$ cat config.mk
export PLATFORM = sky130hd
export DESIGN_NAME = adc_scan_ctrl_flat
export DESIGN_NICKNAME = d
export VERILOG_FILES = /design/src/rtl/adc_scan_ctrl_if.sv /design/src/rtl/adc_scan_ctrl.sv /design/src/flat_wrapper.sv
export SDC_FILE = /design/constraint.sdc
export NUM_CORES = 1
export LEC_CHECK = 0
export ABC_AREA = 1
export CAP_MARGIN = 30
export CORE_ASPECT_RATIO = 0.75
export CORE_UTILIZATION = 50
export CTS_CLUSTER_DIAMETER = 200
export CTS_CLUSTER_SIZE = 40
export DETAILED_ROUTE_END_ITERATION = 8
export GPL_TIMING_DRIVEN = 0
export MAX_ROUTING_LAYER = met4
export PLACE_DENSITY = 0.72
export SLEW_MARGIN = 20
export SYNTH_ARGS = -nofsm -noshare
export SYNTH_HDL_FRONTEND = slang
export SYNTH_SLANG_ARGS = --single-unit
export TNS_END_PERCENT = 5
$ cat constraint.sdc
create_clock -name clk -period 5.5 [get_ports clk]
set_input_delay 1.1 -clock clk [delete_from_list [all_inputs] [get_ports clk]]
set_output_delay 1.1 -clock clk [all_outputs]
set_load 0.01 [all_outputs]
$ cat src/rtl/adc_scan_ctrl_if.sv
// rtl/adc_scan_ctrl_if.sv - control, sample and read-port bundle of the ADC scan sequencer
interface adc_scan_ctrl_if;
    logic        ctrl_start;
    logic        ctrl_continuous;
    logic [7:0]  ch_mask;
    logic        busy;
    logic        done;
    logic        sample_valid;
    logic [2:0]  sample_ch;
    logic [11:0] sample_data;
    logic [2:0]  rd_addr;
    logic [11:0] rd_data;

    modport master (
        output ctrl_start, ctrl_continuous, ch_mask, rd_addr,
        input  busy, done, sample_valid, sample_ch, sample_data, rd_data
    );

    modport slave (
        input  ctrl_start, ctrl_continuous, ch_mask, rd_addr,
        output busy, done, sample_valid, sample_ch, sample_data, rd_data
    );
endinterface

$ cat src/rtl/adc_scan_ctrl.sv
// rtl/adc_scan_ctrl.sv - LTC2308 channel scan sequencer with per-channel result file
module adc_scan_ctrl #(
    parameter int CLK_DIV     = 2,
    parameter int CONV_CYCLES = 80
) (
    input  logic           clk,
    input  logic           reset_n,
    adc_scan_ctrl_if.slave bus,
    output logic           adc_cs_n,
    output logic           adc_sclk,
    output logic           adc_din,
    input  logic           adc_dout
);
    typedef enum logic [1:0] {IDLE, CONV, SHIFT, LOAD} state_t;

    localparam logic [15:0] CONV_LAST = 16'(CONV_CYCLES - 1);
    localparam logic [7:0]  DIV_LAST  = 8'(CLK_DIV - 1);
    localparam logic [4:0]  HALF_LAST = 5'd23;

    state_t      state;
    logic [15:0] cnt;
    logic [4:0]  hcnt;
    logic [7:0]  dcnt;
    logic [7:0]  mask_q;
    logic [2:0]  cur_cfg;
    logic [2:0]  prev_cfg;
    logic        first;
    logic [11:0] shreg;
    logic [11:0] results [8];

    logic        sample_now;
    logic        shift_end;
    logic [11:0] sh_next;
    logic [4:0]  nh;
    logic [7:0]  nd;
    logic [3:0]  nb;
    logic [5:0]  cur_word;
    logic        nbit;
    logic [2:0]  lo_ch;
    logic [2:0]  hi_ch;
    logic [2:0]  nxt_ch;
    logic        stop;

    // {S/D, O/S, S1, S0, UNI, SLP}: single-ended, unipolar, no sleep
    function automatic logic [5:0] cfg_word(input logic [2:0] ch);
        return {1'b1, ch[0], ch[2], ch[1], 1'b1, 1'b0};
    endfunction

    function automatic logic [2:0] lowest(input logic [7:0] m);
        logic [2:0] r;
        r = '0;
        for (int i = 7; i >= 0; i--) if (m[i]) r = 3'(i);
        return r;
    endfunction

    function automatic logic [2:0] highest(input logic [7:0] m);
        logic [2:0] r;
        r = '0;
        for (int i = 0; i < 8; i++) if (m[i]) r = 3'(i);
        return r;
    endfunction

    function automatic logic [2:0] next_en(input logic [7:0] m, input logic [2:0] cur);
        logic [2:0] r;
        logic [2:0] c;
        logic       found;
        r     = cur;
        found = 1'b0;
        for (int i = 1; i < 8; i++) begin
            c = cur + 3'(i);
            if (!found && m[c]) begin
                r     = c;
                found = 1'b1;
            end
        end
        return r;
    endfunction

    always_comb begin
        sample_now = (state == SHIFT) && hcnt[0] && (dcnt == '0);
        sh_next    = sample_now ? {shreg[10:0], adc_dout} : shreg;
        shift_end  = (state == SHIFT) && (hcnt == HALF_LAST) && (dcnt == DIV_LAST);
        if (dcnt == DIV_LAST) begin
            nh = hcnt + 5'd1;
            nd = '0;
        end else begin
            nh = hcnt;
            nd = dcnt + 8'd1;
        end
        // config bit index = number of falling SCLK edges seen by the next cycle
        nb       = nh[4:1];
        cur_word = cfg_word(cur_cfg);
        nbit     = (nb < 4'd6) ? cur_word[3'd5 - nb[2:0]] : 1'b0;
        lo_ch    = lowest(bus.ch_mask);
        hi_ch    = highest(mask_q);
        nxt_ch   = next_en(mask_q, cur_cfg);
        stop     = !first && (prev_cfg == hi_ch) && !bus.ctrl_continuous;
    end

    always_ff @(posedge clk or negedge reset_n) begin
        if (!reset_n) begin
            state            <= IDLE;
            cnt              <= '0;
            hcnt             <= '0;
            dcnt             <= '0;
            mask_q           <= '0;
            cur_cfg          <= '0;
            prev_cfg         <= '0;
            first            <= 1'b0;
            shreg            <= '0;
            for (int i = 0; i < 8; i++) results[i] <= '0;
            bus.busy         <= 1'b0;
            bus.done         <= 1'b0;
            bus.sample_valid <= 1'b0;
            bus.sample_ch    <= '0;
            bus.sample_data  <= '0;
            bus.rd_data      <= '0;
            adc_cs_n         <= 1'b0;
            adc_sclk         <= 1'b0;
            adc_din          <= 1'b0;
        end else begin
            bus.sample_valid <= 1'b0;
            bus.done         <= 1'b0;
            bus.rd_data      <= results[bus.rd_addr];
            case (state)
                IDLE: begin
                    if (bus.ctrl_start && (bus.ch_mask != '0)) begin
                        mask_q   <= bus.ch_mask;
                        cur_cfg  <= lo_ch;
                        first    <= 1'b1;
                        bus.busy <= 1'b1;
                        state    <= CONV;
                        cnt      <= '0;
                        adc_cs_n <= 1'b1;
                        adc_sclk <= 1'b0;
                        adc_din  <= 1'b1;
                    end
                end
                CONV: begin
                    adc_cs_n <= (cnt == '0);
                    if (cnt == CONV_LAST) begin
                        state <= SHIFT;
                        hcnt  <= '0;
                        dcnt  <= '0;
                    end else begin
                        cnt <= cnt + 16'd1;
                    end
                end
                SHIFT: begin
                    shreg    <= sh_next;
                    hcnt     <= nh;
                    dcnt     <= nd;
                    adc_sclk <= nh[0];
                    adc_din  <= nbit;
                    // sample/done are presented during the LOAD cycle itself
                    if (shift_end) begin
                        state            <= LOAD;
                        adc_sclk         <= 1'b0;
                        adc_din          <= 1'b0;
                        bus.sample_valid <= !first;
                        bus.done         <= stop;
                        if (!first) begin
                            bus.sample_ch   <= prev_cfg;
                            bus.sample_data <= sh_next;
                        end
                    end
                end
                LOAD: begin
                    if (!first) results[prev_cfg] <= shreg;
                    first    <= 1'b0;
                    prev_cfg <= cur_cfg;
                    cur_cfg  <= nxt_ch;
                    if (bus.done) begin
                        bus.busy <= 1'b0;
                        state    <= IDLE;
                    end else begin
                        state    <= CONV;
                        cnt      <= '0;
                        adc_cs_n <= 1'b1;
                        adc_din  <= 1'b1;
                    end
                end
                default: state <= IDLE;
            endcase
        end
    end
endmodule

$ cat src/flat_wrapper.sv
// flat-port wrapper written by rule: the top's interface ports become plain ports
module adc_scan_ctrl_flat 
#(
    parameter int CLK_DIV     = 2,
    parameter int CONV_CYCLES = 80
)
  (clk, reset_n, adc_cs_n, adc_sclk, adc_din, adc_dout, bus_ctrl_start, bus_ctrl_continuous, bus_ch_mask, bus_rd_addr, bus_busy, bus_done, bus_sample_valid, bus_sample_ch, bus_sample_data, bus_rd_data);
  adc_scan_ctrl_if bus_i ();
  input  logic clk;
  input  logic reset_n;
  output logic adc_cs_n;
  output logic adc_sclk;
  output logic adc_din;
  input  logic adc_dout;
  input wire logic [$bits(bus_i.ctrl_start)-1:0] bus_ctrl_start;
  input wire logic [$bits(bus_i.ctrl_continuous)-1:0] bus_ctrl_continuous;
  input wire logic [$bits(bus_i.ch_mask)-1:0] bus_ch_mask;
  input wire logic [$bits(bus_i.rd_addr)-1:0] bus_rd_addr;
  output wire logic [$bits(bus_i.busy)-1:0] bus_busy;
  output wire logic [$bits(bus_i.done)-1:0] bus_done;
  output wire logic [$bits(bus_i.sample_valid)-1:0] bus_sample_valid;
  output wire logic [$bits(bus_i.sample_ch)-1:0] bus_sample_ch;
  output wire logic [$bits(bus_i.sample_data)-1:0] bus_sample_data;
  output wire logic [$bits(bus_i.rd_data)-1:0] bus_rd_data;
  assign bus_i.ctrl_start = bus_ctrl_start;
  assign bus_i.ctrl_continuous = bus_ctrl_continuous;
  assign bus_i.ch_mask = bus_ch_mask;
  assign bus_i.rd_addr = bus_rd_addr;
  assign bus_busy = bus_i.busy;
  assign bus_done = bus_i.done;
  assign bus_sample_valid = bus_i.sample_valid;
  assign bus_sample_ch = bus_i.sample_ch;
  assign bus_sample_data = bus_i.sample_data;
  assign bus_rd_data = bus_i.rd_data;
  adc_scan_ctrl #(.CLK_DIV(CLK_DIV), .CONV_CYCLES(CONV_CYCLES)) u_core (.clk(clk), .reset_n(reset_n), .bus(bus_i), .adc_cs_n(adc_cs_n), .adc_sclk(adc_sclk), .adc_din(adc_din), .adc_dout(adc_dout));
endmodule
=== After elaboration in Yosys (flattened, before gate mapping) ===
Index checks and enable logic that the tools add are counted.

* RAM bits: 0
* Input port bits: 16
* Memories: 0
* Bits in read-only memories: 0
* Output and inout port bits: 33
* Bits in latches: 0
* Flip-flop bits (word level): 187
* Word-level logic and storage cells: 193

* Bitwise gates (word level): 3
* Equality and inequality tests: 14
* Reductions and logical operators: 43
* Add/subtract/negate cells: 11
* Divide/modulo/power cells: 0
* $mul: 0
* Magnitude comparators: 12
* Shifts and indexed selects: 0
* Mux-type cells: 84

{| class="wikitable"
|+ Operators by type and width
! kind !! number
|-
| 96-bit bitwise mux || 1
|-
| 3-bit 2-to-1 mux || 20
|-
| 12-bit 2-to-1 mux || 4
|-
| 16-bit 2-to-1 mux || 3
|-
| 16-bit case mux with 3 select lines || 1
|-
| 12-bit binary-select mux with 3-bit select || 1
|-
| 12-bit demux with 3-bit select || 1
|-
| 3-bit by 4-bit < comparator with 1-bit output, second input constant || 8
|-
| 1-bit 2-to-1 mux || 27
|-
| 1-bit binary-select mux with 3-bit select || 8
|-
| 3-bit AND reduction || 6
|-
| 16-bit by 1-bit adder with 16-bit output, second input constant || 1
|-
| 16-bit by 7-bit == test with 1-bit output, second input constant || 1
|-
| 16-bit zero test || 1
|-
| 8-bit 2-to-1 mux || 2
|-
| 8-bit case mux with 2 select lines || 1
|-
| 1-bit logical AND || 14
|-
| 3-bit adder, second input constant || 4
|-
| 2-bit 2-to-1 mux || 5
|-
| 5-bit 2-to-1 mux || 2
|-
| 5-bit case mux with 2 select lines || 1
|-
| 2-bit AND reduction || 5
|-
| 8-bit by 1-bit adder with 8-bit output, second input constant || 1
|-
| 8-bit by 1-bit == test with 1-bit output, second input constant || 1
|-
| other kinds (27) || 48
|}

=== Logic depth before layout (Yosys ltp) ===
* Depth in word-level cells: 23
* Mapped depth: 19
* Depth with buffers taken out: 18

=== Worst setup path before layout ===
OpenSTA, ideal clock, no wires.

* Path type: input port to flip-flop
* Start point: input bus_ch_mask[7]
* End point: register u_core.cnt[12]
* Buffers on the path: 1
* Cell stages on the path: 11
* Data required time: 5.405 ns
* Arrival: 2.195 ns
* Library setup time: 0.095 ns
* Slack: 3.209 ns
* Path through: nor2_1 > nand2_1 > nor2_1 > nand4_1 > nand2_1 > nand2_1 > nand3_2 > a21oi_4 > inv_2 > buf_2 > o31ai_1

* Word-level cells in the longest chain between the ends: 4

{| class="wikitable"
|+ Ends and longest elaborated chain
! item !! RTL line !! text
|-
| start: declaration || flat_wrapper.sv:17 || <nowiki>input wire logic [$bits(bus_i.ch_mask)-1:0] bus_ch_mask;</nowiki>
|-
| 8-bit nonzero test || adc_scan_ctrl.sv:127 || <nowiki>if (bus.ctrl_start && (bus.ch_mask != '0)) begin</nowiki>
|-
| 1-bit logical AND || adc_scan_ctrl.sv:127 ||
|-
| 2-bit by 1-bit != test with 1-bit output (no source line) || n/a ||
|-
| 4-bit AND reduction (no source line) || n/a ||
|-
| end signal: assignment || adc_scan_ctrl.sv:146 || <nowiki>cnt <= cnt + 16'd1;</nowiki>
|-
| end: declaration || adc_scan_ctrl.sv:21 || <nowiki>logic [15:0] cnt;</nowiki>
|}

No other way between the ends.
A chain may end at the register's enable or synchronous reset.

=== Worst setup path in the final report ===
* Start point: input bus_ch_mask[5]
* End point: register u_core.cnt[13]

The elaborated chain is that of the path after synthesis.

==> impl_metrics.env <==
export IMPL_yosysWarnings=0
export IMPL_firstDrtPassIters=7
export IMPL_crit_top_cell="nand2_1"
export IMPL_ant_nets=0
export IMPL_crit_type="primary input to flop"
export IMPL_p_total_mw=3.08
export IMPL_syn_to_final_growth_pct=14.8
export IMPL_synth_top_area_share_pct=49.9
export IMPL_end_kind="flop"
export IMPL_core_um2=18000
export IMPL_htreeDepth=4
export IMPL_final_util_pct=59.8
export IMPL_synthFlopType="dfrtp_1"
export IMPL_rows=42
export IMPL_ir_drop_mv=0.194
export IMPL_worstPathRequired_ns=5.85
export IMPL_dr_first_iter_drc_count=908
export IMPL_fin_nets=1238
export IMPL_outcome="finished clean"
export IMPL_netlist_area_um2=9390
export IMPL_timing_final_crit_period_ns=2.78
export IMPL_crit_path_top_delay_cell="clkdlybuf4s50_1"
export IMPL_place_congestion=0.933
export IMPL_die_width_um=160
export IMPL_worst_path_buf_inv=4
export IMPL_fin_crit_sh_pct=50.6
export IMPL_cp_cell_sequence="clkdlybuf4s50_1 > inv_1 > nand2_1 > nor2_1 > nand4_1 > nand2_1 > nand2_1 > nand3_2 > a21oi_4 > inv_2 > buf_2 > o31ai_1"
export IMPL_port_buffers=46
export IMPL_io_pins=49
export IMPL_slowest_delay_ns=0.50
export IMPL_wirelength_um=24200
export IMPL_ys_top_cells_by_count="nand2_1, dfrtp_1, o21ai_0"
export IMPL_synthCells=1144
export IMPL_grt_max_degree=100
export IMPL_hold_path_depth=2
export IMPL_setup_viol_count_final=0
export IMPL_nFillCells=1587
export IMPL_r2r_cells=15
export IMPL_grt_setup_unrepaired="false"
export IMPL_dp_hpwl_um=17300
export IMPL_fmax_mhz=360
export IMPL_cts_sinks=187
export IMPL_wl_per_cell_um=16.5
export IMPL_arrival_ns=3.14
export IMPL_start_util_pct=52.1
export IMPL_postCtsSetupRepairBufs=0
export IMPL_worstMarginPinSlew_ns=0.703
export IMPL_drive_gt1_share_pct=8.83
export IMPL_grt_ovfl_total=0
export IMPL_antenna_found_initial=0
export IMPL_synthArstFlopShare_pct=100
export IMPL_cts_buffers_inserted=17
export IMPL_syn_nets=1172
export IMPL_placed_cells=1433
export IMPL_grt_pass1_vias=7460
export IMPL_finalWorstSetupSlack_ns=2.72
export IMPL_clockRootBuffer="clkbuf_16"
export IMPL_hold_class="flop to flop"
export IMPL_syn_area_per_cell_um2=8.20
export IMPL_final_hold_violation_count=0
export IMPL_pre_cts_slack_ns=2.25
export IMPL_yosysSeqAreaShare_pct=49.9
export IMPL_dieArea_um2=19300
export IMPL_path_clk_slew_ns=0.08
export IMPL_ys_types=45
export IMPL_whs_ns=0.479
export IMPL_grt_pass1_wl_um=39200
export IMPL_start_kind="primary input"
export IMPL_worstSkewPairLatency_ns=0.45
export IMPL_leakage_nw=4.90
export IMPL_cts_resized=0
export IMPL_post_route_drc_count=0
export IMPL_ys_ff_latch=187
export IMPL_path_depth=12
export IMPL_setup_tns_ns=0
export IMPL_cp_top_family="buffers and inverters"
export IMPL_finClkSkew_ns=0.0174
export IMPL_vias=8158
export IMPL_instances_no_fill=1465
export IMPL_synth_edf_count=0
export IMPL_cp_max_fo=10
export IMPL_placed_cell_area_um2=10200
export IMPL_antennaDiodeCount=0
export IMPL_grt_usage_pct=27.0
export IMPL_slew_viol_final=0
export IMPL_die_y_um=121
export IMPL_cts_tree="yes"
export IMPL_max_slew_margin_pct=53.2
export IMPL_vias_per_cell=5.57
export IMPL_cts_hold_buf=0
export IMPL_design_area_um2=10800
export IMPL_synthTopCellsByArea="dfrtp_1, nand2_1, o21ai_0"
export IMPL_power_density_nw_per_um2=286
export IMPL_yosysMostFrequentCell="nand2_1"
export IMPL_drv_cap=0
export IMPL_clockBufferDepth=2
export IMPL_yosysTopAreaCell="dfrtp_1"
==> flip-flops by register name (all words and copies together), names as in the netlist <==
signal / cells
u_core.cur_cfg: 3
u_core.bus.rd_data: 12
u_core.hcnt: 5
u_core.bus.sample_valid: 1
u_core.dcnt: 8
u_core.state: 2
u_core.cnt: 16
u_core.bus.busy: 1
u_core.bus.sample_ch: 3
u_core.adc_din: 1
u_core.bus.done: 1
u_core.shreg: 12
u_core.prev_cfg: 3
u_core.results: 96
u_core.adc_sclk: 1
u_core.adc_cs_n: 1
u_core.mask_q: 8
u_core.bus.sample_data: 12
u_core.first: 1
==> cell families (layout without fill, tap and decap cells) <==
kind of cell | after synthesis | count (layout) | synth area share, %
AND/OR/NAND/NOR | 484 | 484 | 23.6
AO/OA/AOI/OAI | 281 | 281 | 16.2
flip-flops | 187 | 187 | 49.9
buffers and inverters | 165 | 244 | 7.16
XOR/XNOR | 15 | 15 | 1.56
adder cells (fa/ha/maj) | 12 | 12 | 1.60
==> metal layers <==
| layer | wire, um | vias to the layer above | share of wire (%) | track usage (%) |
|---|---|---|---|---|
| met2 | 9710 | 320 | 40 | 36.5 |
| met5 | 0 | - | 0 | - |
| li1 | - | 3914 | - | - |
| met3 | 2130 | 30 | 8.8 | 6.42 |
| met4 | 294 | 0 | 1.2 | 5.83 |
| met1 | 12000 | 3894 | 50 | 40.7 |
==> placed cells by master (no fill, tap or decap), types with 9 or more instances in the layout <==
master | netlist | final
clkbuf_1 | 29 | 29
a31oi_1 | 13 | 13
buf_2 | 10 | 10
nand3_1 | 60 | 60
ha_1 | 12 | 12
o211ai_1 | 14 | 14
clkbuf_16 | 0 | 17
nor3_1 | 12 | 12
clkdlybuf4s50_1 | 0 | 45
nand2_2 | 11 | 11
nand4_1 | 18 | 18
a21oi_1 | 43 | 43
inv_2 | 9 | 9
xor2_1 | 9 | 9
nand2_1 | 254 | 254
inv_1 | 105 | 105
nor2_1 | 91 | 91
o21ai_0 | 182 | 182
dfrtp_1 | 187 | 187
o21ai_1 | 10 | 10
==> cell type report <==
| cell class | count | area (um2) | share of cell area (%) |
|---|---|---|---|
| tap | 242 | 303 | 2.81 |
| multi-input combinational | 792 | 4030 | 37.4 |
| buffer | 49 | 234 | 2.17 |
| clock inverter | 15 | 169 | 1.57 |
| clock buffer | 17 | 425 | 3.95 |
| sequential | 187 | 4680 | 43.4 |
| inverter | 116 | 438 | 4.06 |
| timing repair buffer | 47 | 493 | 4.58 |
==> path summary, 6_finish.rpt <==
| check | from | endpoint | slack [ns] |
|---|---|---|---|
| max | bus_ch_mask[5] | u_core.cnt[13]$_DFFE_PN0P_ | 2.72 |
| min | u_core.bus.busy$_DFFE_PN0P_ | u_core.bus.busy$_DFFE_PN0P_ | 0.48 |
| max reg2reg | u_core.cur_cfg[1]$_DFFE_PN0P_ | u_core.cur_cfg[0]$_DFFE_PN0P_ | 2.96 |
| min reg2reg | u_core.bus.busy$_DFFE_PN0P_ | u_core.bus.busy$_DFFE_PN0P_ | 0.48 |
| max in group asynchronous | reset_n | u_core.bus.rd_data[4]$_DFF_PN0_ | 3.97 |
| min in group asynchronous | reset_n | u_core.cnt[13]$_DFFE_PN0P_ | 0.61 |
==> tightest hold or removal path, delay by kind of cell, from the launching register on <==
kind             cells  cell delay, ns
flip-flops           1            0.35
AND/OR/NAND/NOR      2            0.11
==> power breakdown <==
part,switching (mW),total (mW),internal [mW]
Sequential,0.0190,1.42,1.40
Clock,0.618,1.23,0.613
Combinational,0.289,0.433,0.144
Total,0.926,3.08,2.16
Power figures use the tool's default switching activity.
==> variant 1, RTL diff (same settings) <==
`CONV_CYCLES` is set to 80 in 2 places; all go to 40.
--- a/src/rtl/adc_scan_ctrl.sv
+++ b/src/rtl/adc_scan_ctrl.sv
@@ -1,7 +1,7 @@
 // rtl/adc_scan_ctrl.sv - LTC2308 channel scan sequencer with per-channel result file
 module adc_scan_ctrl #(
     parameter int CLK_DIV     = 2,
-    parameter int CONV_CYCLES = 80
+    parameter int CONV_CYCLES = 40
 ) (
     input  logic           clk,
     input  logic           reset_n,
--- a/src/flat_wrapper.sv
+++ b/src/flat_wrapper.sv
@@ -2,7 +2,7 @@
 module adc_scan_ctrl_flat 
 #(
     parameter int CLK_DIV     = 2,
-    parameter int CONV_CYCLES = 80
+    parameter int CONV_CYCLES = 40
 )
   (clk, reset_n, adc_cs_n, adc_sclk, adc_din, adc_dout, bus_ctrl_start, bus_ctrl_continuous, bus_ch_mask, bus_rd_addr, bus_busy, bus_done, bus_sample_valid, bus_sample_ch, bus_sample_data, bus_rd_data);
   adc_scan_ctrl_if bus_i ();
Check against the original RTL: no difference found for any inputs over 10 cycles, from zero or initial values and one cycle with reset_n low; that may be too few to reach the edited logic, so the function may still have changed.
==> variant 1 against the unedited design <==
- cell area is 1.4% lower
- area after synthesis is 2.1% lower
- cell count is 0.41% lower
- hold slack better by 0.0036 ns
- highest routed layer unchanged
- critical path type unchanged
- non-clock buffer count is 1 lower
- routed wire length is 1.2% higher
- count of clock-buffer cells in the layout stayed put
- worst setup slack better by 0.011 ns
- register-to-register slack hardly changed
- total power is 1.2% higher
- sequential cell count stayed put
- die area is 2.0% lower
==> variant 1: results (changes against the unedited design) <==
- Yosys warning count: 0 (unchanged)
- Worst min path class: reg2reg
- Slew headroom: 54.16% (+1.0 points)
- Post-synthesis sequential area ratio: 50.91% (+1.1 points)
- Port bufs: 46 (unchanged)
- Num CTS Buffers: 17 (unchanged)
- CTS Root Cell: clkbuf_16
- Setup skew after layout: 0.01276 ns (-0.004657 ns)
- Worst ir drop on vdd: 0.2150 mV (+11%)
- DRT iter0 DRCs: 935 (+3.0%)
- Synth async-reset ratio: 100.0% (unchanged)
- Synth unique cells: 40 (-11%)
- Top_reg_cell synth: dfrtp_1
- Post-synth top cells: nand2_1, dfrtp_1, o21ai_0
- GRT Total Usage: 28.39% (+1.4 points)
- DRT Pass-1 Iters: 6 (-1)
- # diodes: 0 (unchanged)
- First-pass GRT wire length: 39.37 mm (+0.46%)
- Syn nets: 1166 (-0.51%)
- Top Registers: u_core.results x96, u_core.cnt x16
- Leakage: 4.855 nW (-0.88%)
- Number of global-route vias before repair: 7282 (-2.4%)
- Clock slew at reported path FFs: 0.07 ns
- DR vias: 8169 (+0.13%)
- Endpoints failing hold: 0 (unchanged)
- Placement Setup Slack: 2.267 ns (+0.02146 ns)
- Layout cells sized above 1: 5.916% (-2.9 points)
- Largest net degree at the start of global routing: 99 (-1.0%)
- Post-DP HPWL: 17.01 mm (-1.7%)
- Htree depth: 4 (unchanged)
- Worst Path Max Fanout: 10 (unchanged)
- Crit path arrival time: 3.12 ns (-0.02 ns)
- Clock Path Buffers: 2 (unchanged)
- WL per Instance: 16.75 um (+1.6%)
- Hold_buf cts: 0 (unchanged)
- Number of nets in the layout: 1232 (-0.48%)
- Max reg flops: 96 (unchanged)
- GPL Wtd Cong: 0.9285 (-0.51%)
- Critical Path Max Stage Delay: 0.53 ns (+0.03 ns)
- Outcome: complete, no violations
- Resize count post-CTS: 0 (unchanged)
- Ranking of synthesized cells by area: dfrtp_1, nand2_1, o21ai_0
- Setup Buffers After CTS: 0 (unchanged)
- Clock latency on the worst-skew pair: 0.45 ns (about the same)
- Initial Utilization: 51.59% (-0.47 points)
- Slowest CP cell: clkdlybuf4s50_1
- Antenna violations before repair: 0 (unchanged)
==> variant 1: critical path, delay by kind of cell <==
| family | cells | cell delay (ns) |
|---|---|---|
| buffers and inverters | 2 | 0.89 |
| AOI/OAI and AO/OA | 1 | 0.11 |
| and+or+nand+nor | 7 | 1.03 |
==> variant 1: path summary, 6_finish.rpt <==
check	end	start	cells after the start	slack [ns]
setup / recovery	u_core.cnt[8]	bus_ch_mask[3]	10	2.73
hold / removal	u_core.results[17]	u_core.results[17]	2	0.48
setup reg to reg	u_core.cur_cfg[0]	u_core.cur_cfg[1]	15	2.97
hold reg to reg	u_core.results[17]	u_core.results[17]	2	0.48
max in group asynchronous	u_core.cnt[1]	reset_n	2	3.93
min in group asynchronous	u_core.mask_q[1]	reset_n	1	0.65
==> variant 1: layout make-up <==
class | instances | area, um2
multi-input cells | 785 | 3850
clock inverters | 15 | 214.0
inverters | 118 | 442.9
clock buffers | 17 | 425.4
repair buffers | 47 | 493.0
well taps | 242 | 302.8
flip-flops and latches | 187 | 4679
plain buffers | 48 | 219.0
fillers | 1569 | 7188
==> variant 1: cell families (layout without fill, tap and decap cells) <==
| logic type | after synthesis | after routing | share of synthesized area [%] |
|---|---|---|---|
| compound gates | 282 | 282 | 16.51 |
| xor+xnor | 16 | 16 | 1.525 |
| buf+inv | 166 | 245 | 7.201 |
| simple gates | 475 | 475 | 22.22 |
| fa+ha+maj | 12 | 12 | 1.633 |
| flops | 187 | 187 | 50.91 |
==> variant 1: per-layer routing <==
layer	vias up	wire length (um)	track usage, %
met5	-	0	-
met4	0	303	6.490
met3	28	2219	6.477
met2	356	9885	35.75
met1	3892	12040	45.22
li1	3893	-	-
==> variant 1: through the flow <==
stage | std cells | cell area [um2] | setup TNS, ns
3_3_place_gp | 1426 | 9955 | -842.96
2_1_floorplan | 1138 | 9191 | 0
3_5_place_dp | 1427 | 9987 | 0
4_1_cts | 1459 | 10630 | 0
5_1_grt | 1459 | 10630 | 0
6_report | 1459 | 10630 | 0
==> variant 1: power breakdown <==
| group | internal (mW) | switching [mW] |
|---|---|---|
| registers | 1.40 | 0.0199 |
| logic | 0.121 | 0.248 |
| clock network | 0.709 | 0.621 |
==> variant 2, RTL diff (same settings) <==
Without the edit above. Reset style: synchronous (`reset_n`), changed in one clocked block.
--- a/src/rtl/adc_scan_ctrl.sv
+++ b/src/rtl/adc_scan_ctrl.sv
@@ -97,7 +97,7 @@
         stop     = !first && (prev_cfg == hi_ch) && !bus.ctrl_continuous;
     end
 
-    always_ff @(posedge clk or negedge reset_n) begin
+    always_ff @(posedge clk) begin
         if (!reset_n) begin
             state            <= IDLE;
             cnt              <= '0;
Check against the original RTL: differs if reset_n is asserted again (counterexample within 4 cycles, from zero or initial values and one cycle with reset_n low); with reset_n held inactive, the same outputs for 10 cycles.
==> variant 2 against the unedited design <==
- sequential cell count unchanged
- routed wire length decreased by 7.1%
- area after synthesis decreased by 5.3%
- cell area decreased by 5.4%
- critical path depth decreased by 6
- worst setup slack got worse by 0.46 ns
- via count decreased by 6.1%
- cell count decreased by 4.8%
- non-clock buffer count decreased by 3
- sequential share of layout area increased by 2.7 points
- highest routed layer unchanged
Power is not compared: it rests on default switching activity, and its combinational part moved more than twofold at a synthesized area within 25%.
==> variant 2: results (changes against the unedited design) <==
- Leakage: about 3.9 nW
- Sw Share: about 35%
- Clock Path Buffers: 2 (unchanged)
- GPL Wtd Cong: 0.8897 (-4.7%)
- Ranking of synthesized cells by area: edfxtp_1, dfxtp_1, nor2_1
- First-pass GRT wire length: 35.87 mm (-8.5%)
- DRT iter0 DRCs: 954 (+5.1%)
- Outcome: complete, no violations
- GRT Total Usage: 26.48% (-0.52 points)
- # diodes: 0 (unchanged)
- Final wirelength: 22.44 mm (-7.1%)
- Syn nets: 1106 (-5.6%)
- # fillers: 1525 (-3.9%)
- Antenna violations before repair: 0 (unchanged)
- Top_reg_cell synth: edfxtp_1
- Number of global-route vias before repair: 6868 (-7.9%)
- DR vias/cell: 5.494 (-1.3%)
- Clock slew at reported path FFs: 0.07 ns
- Proportion of synthesized area in mux cells: 0% (unchanged)
- Post-synth top cells: nor2_1, nand2_1, o21ai_0
- Resize count post-CTS: 0 (unchanged)
- Layout cells sized above 1: 6.908% (-1.9 points)
- Setup Buffers After CTS: 0 (unchanged)
- Worst ir drop on vdd: between 0.2 and 0.25 mV
- Post-synthesis sequential area ratio: 52.94% (+3.1 points)
- Clock latency on the worst-skew pair: 0.44 ns
- Delay-heaviest family, CP: simple AND/OR/NAND/NOR gates
- Top Registers: u_core.results x96, u_core.cnt x16
- Slowest CP cell: clkdlybuf4s50_1
- Post-DP HPWL: 16.17 mm (-6.6%)
- Num CTS Buffers: 17 (unchanged)
- Worst Path Max Fanout: 12 (+2)
- Port bufs: 48 (+4.3%)
- Htree depth: 4 (unchanged)
- Placement Setup Slack: 1.886 ns (-0.3597 ns)
- Fraction of the mapped netlist area in compound gates: 13.18% (-3.0 points)
- Number of nets in the layout: 1173 (-5.3%)
- EDFF count, synth: 96 (+96)
- Synth async-reset ratio: 0% (-100 points)
- Synth unique cells: 43 (-4.4%)
- Post-Synth Adder-Cell Area: 1.690% (+0.090 points)
- Slew headroom: 56.66% (+3.5 points)
- Largest net degree at the start of global routing: 17 (-83%)
- Critical Path Max Stage Delay: 0.71 ns (+0.21 ns)
- DRT Pass-1 Iters: 5 (-2)
- Worst min path class: reg2reg
- Yosys warning count: 0 (unchanged)
- CTS Root Cell: clkbuf_16
- Crit path arrival time: 3.31 ns (+0.17 ns)
- Post-Synth XOR/XNOR Area: 1.633% (+0.074 points)
- Post-DP Area: 9662 um2 (-5.1%)
- Setup skew after layout: 0.01233 ns (-0.005088 ns)
variant 2: per-layer routing:
metal	part of all wire, %	routed length (um)	GRT usage [%]	up-vias
met3	9.3	2084	6.480	28
met5	0	0	-	-
met2	41	9185	34.60	328
met4	1.2	273	6.801	0
met1	49	10900	40.33	3571
li1	-	-	-	3732
variant 2: power groups by stage:
stage | sequential, mW | combinational (mW) | clock [mW]
6_report | 1.62 | 1.10 | 1.13
5_1_grt | 1.63 | 1.23 | 1.20
4_1_cts | 1.62 | 1.08 | 1.14
3_3_place_gp | 1.65 | 1.06 | 0
2_1_floorplan | 1.63 | 0.810 | 0
3_5_place_dp | 1.65 | 1.07 | 0
variant 2: area by class of cell:
class,count,area [um2],area share [%]
Tap cell,236,295.3,2.896
Sequential cell,187,4705,46.14
Multi-Input combinational cell,757,3641,35.71
Clock buffer,21,461.7,4.528
Buffer,45,206.4,2.025
Clock inverter,11,72.57,0.7117
Timing Repair Buffer,48,480.5,4.712
Inverter,89,334.1,3.276
variant 2: path summary, 6_finish.rpt:
| kind | to | from | slack [ns] | cells after the start |
|---|---|---|---|---|
| worst min register to register | u_core.bus.sample_data[5] | u_core.bus.sample_data[5] | 0.47 | 1 |
| worst max register to register | u_core.cur_cfg[0] | u_core.cur_cfg[1] | 3.00 | 17 |
| worst min-delay path | u_core.bus.sample_data[5] | u_core.bus.sample_data[5] | 0.47 | 1 |
| worst max-delay path | u_core.results[4][11] | reset_n | 2.26 | 6 |
variant 2: stage by stage:
step                      cells  power, mW  utilization [%]  hold slack [ns]
after floorplan            1078      2.444                -           0.4553
after global placement     1362      2.708            56.56           0.4469
after detailed placement   1362      2.722            56.56           0.4539
after CTS                  1394      3.842            59.69           0.4784
after global routing       1394      4.066            59.69           0.4903
final                      1394      3.845            59.69           0.4690
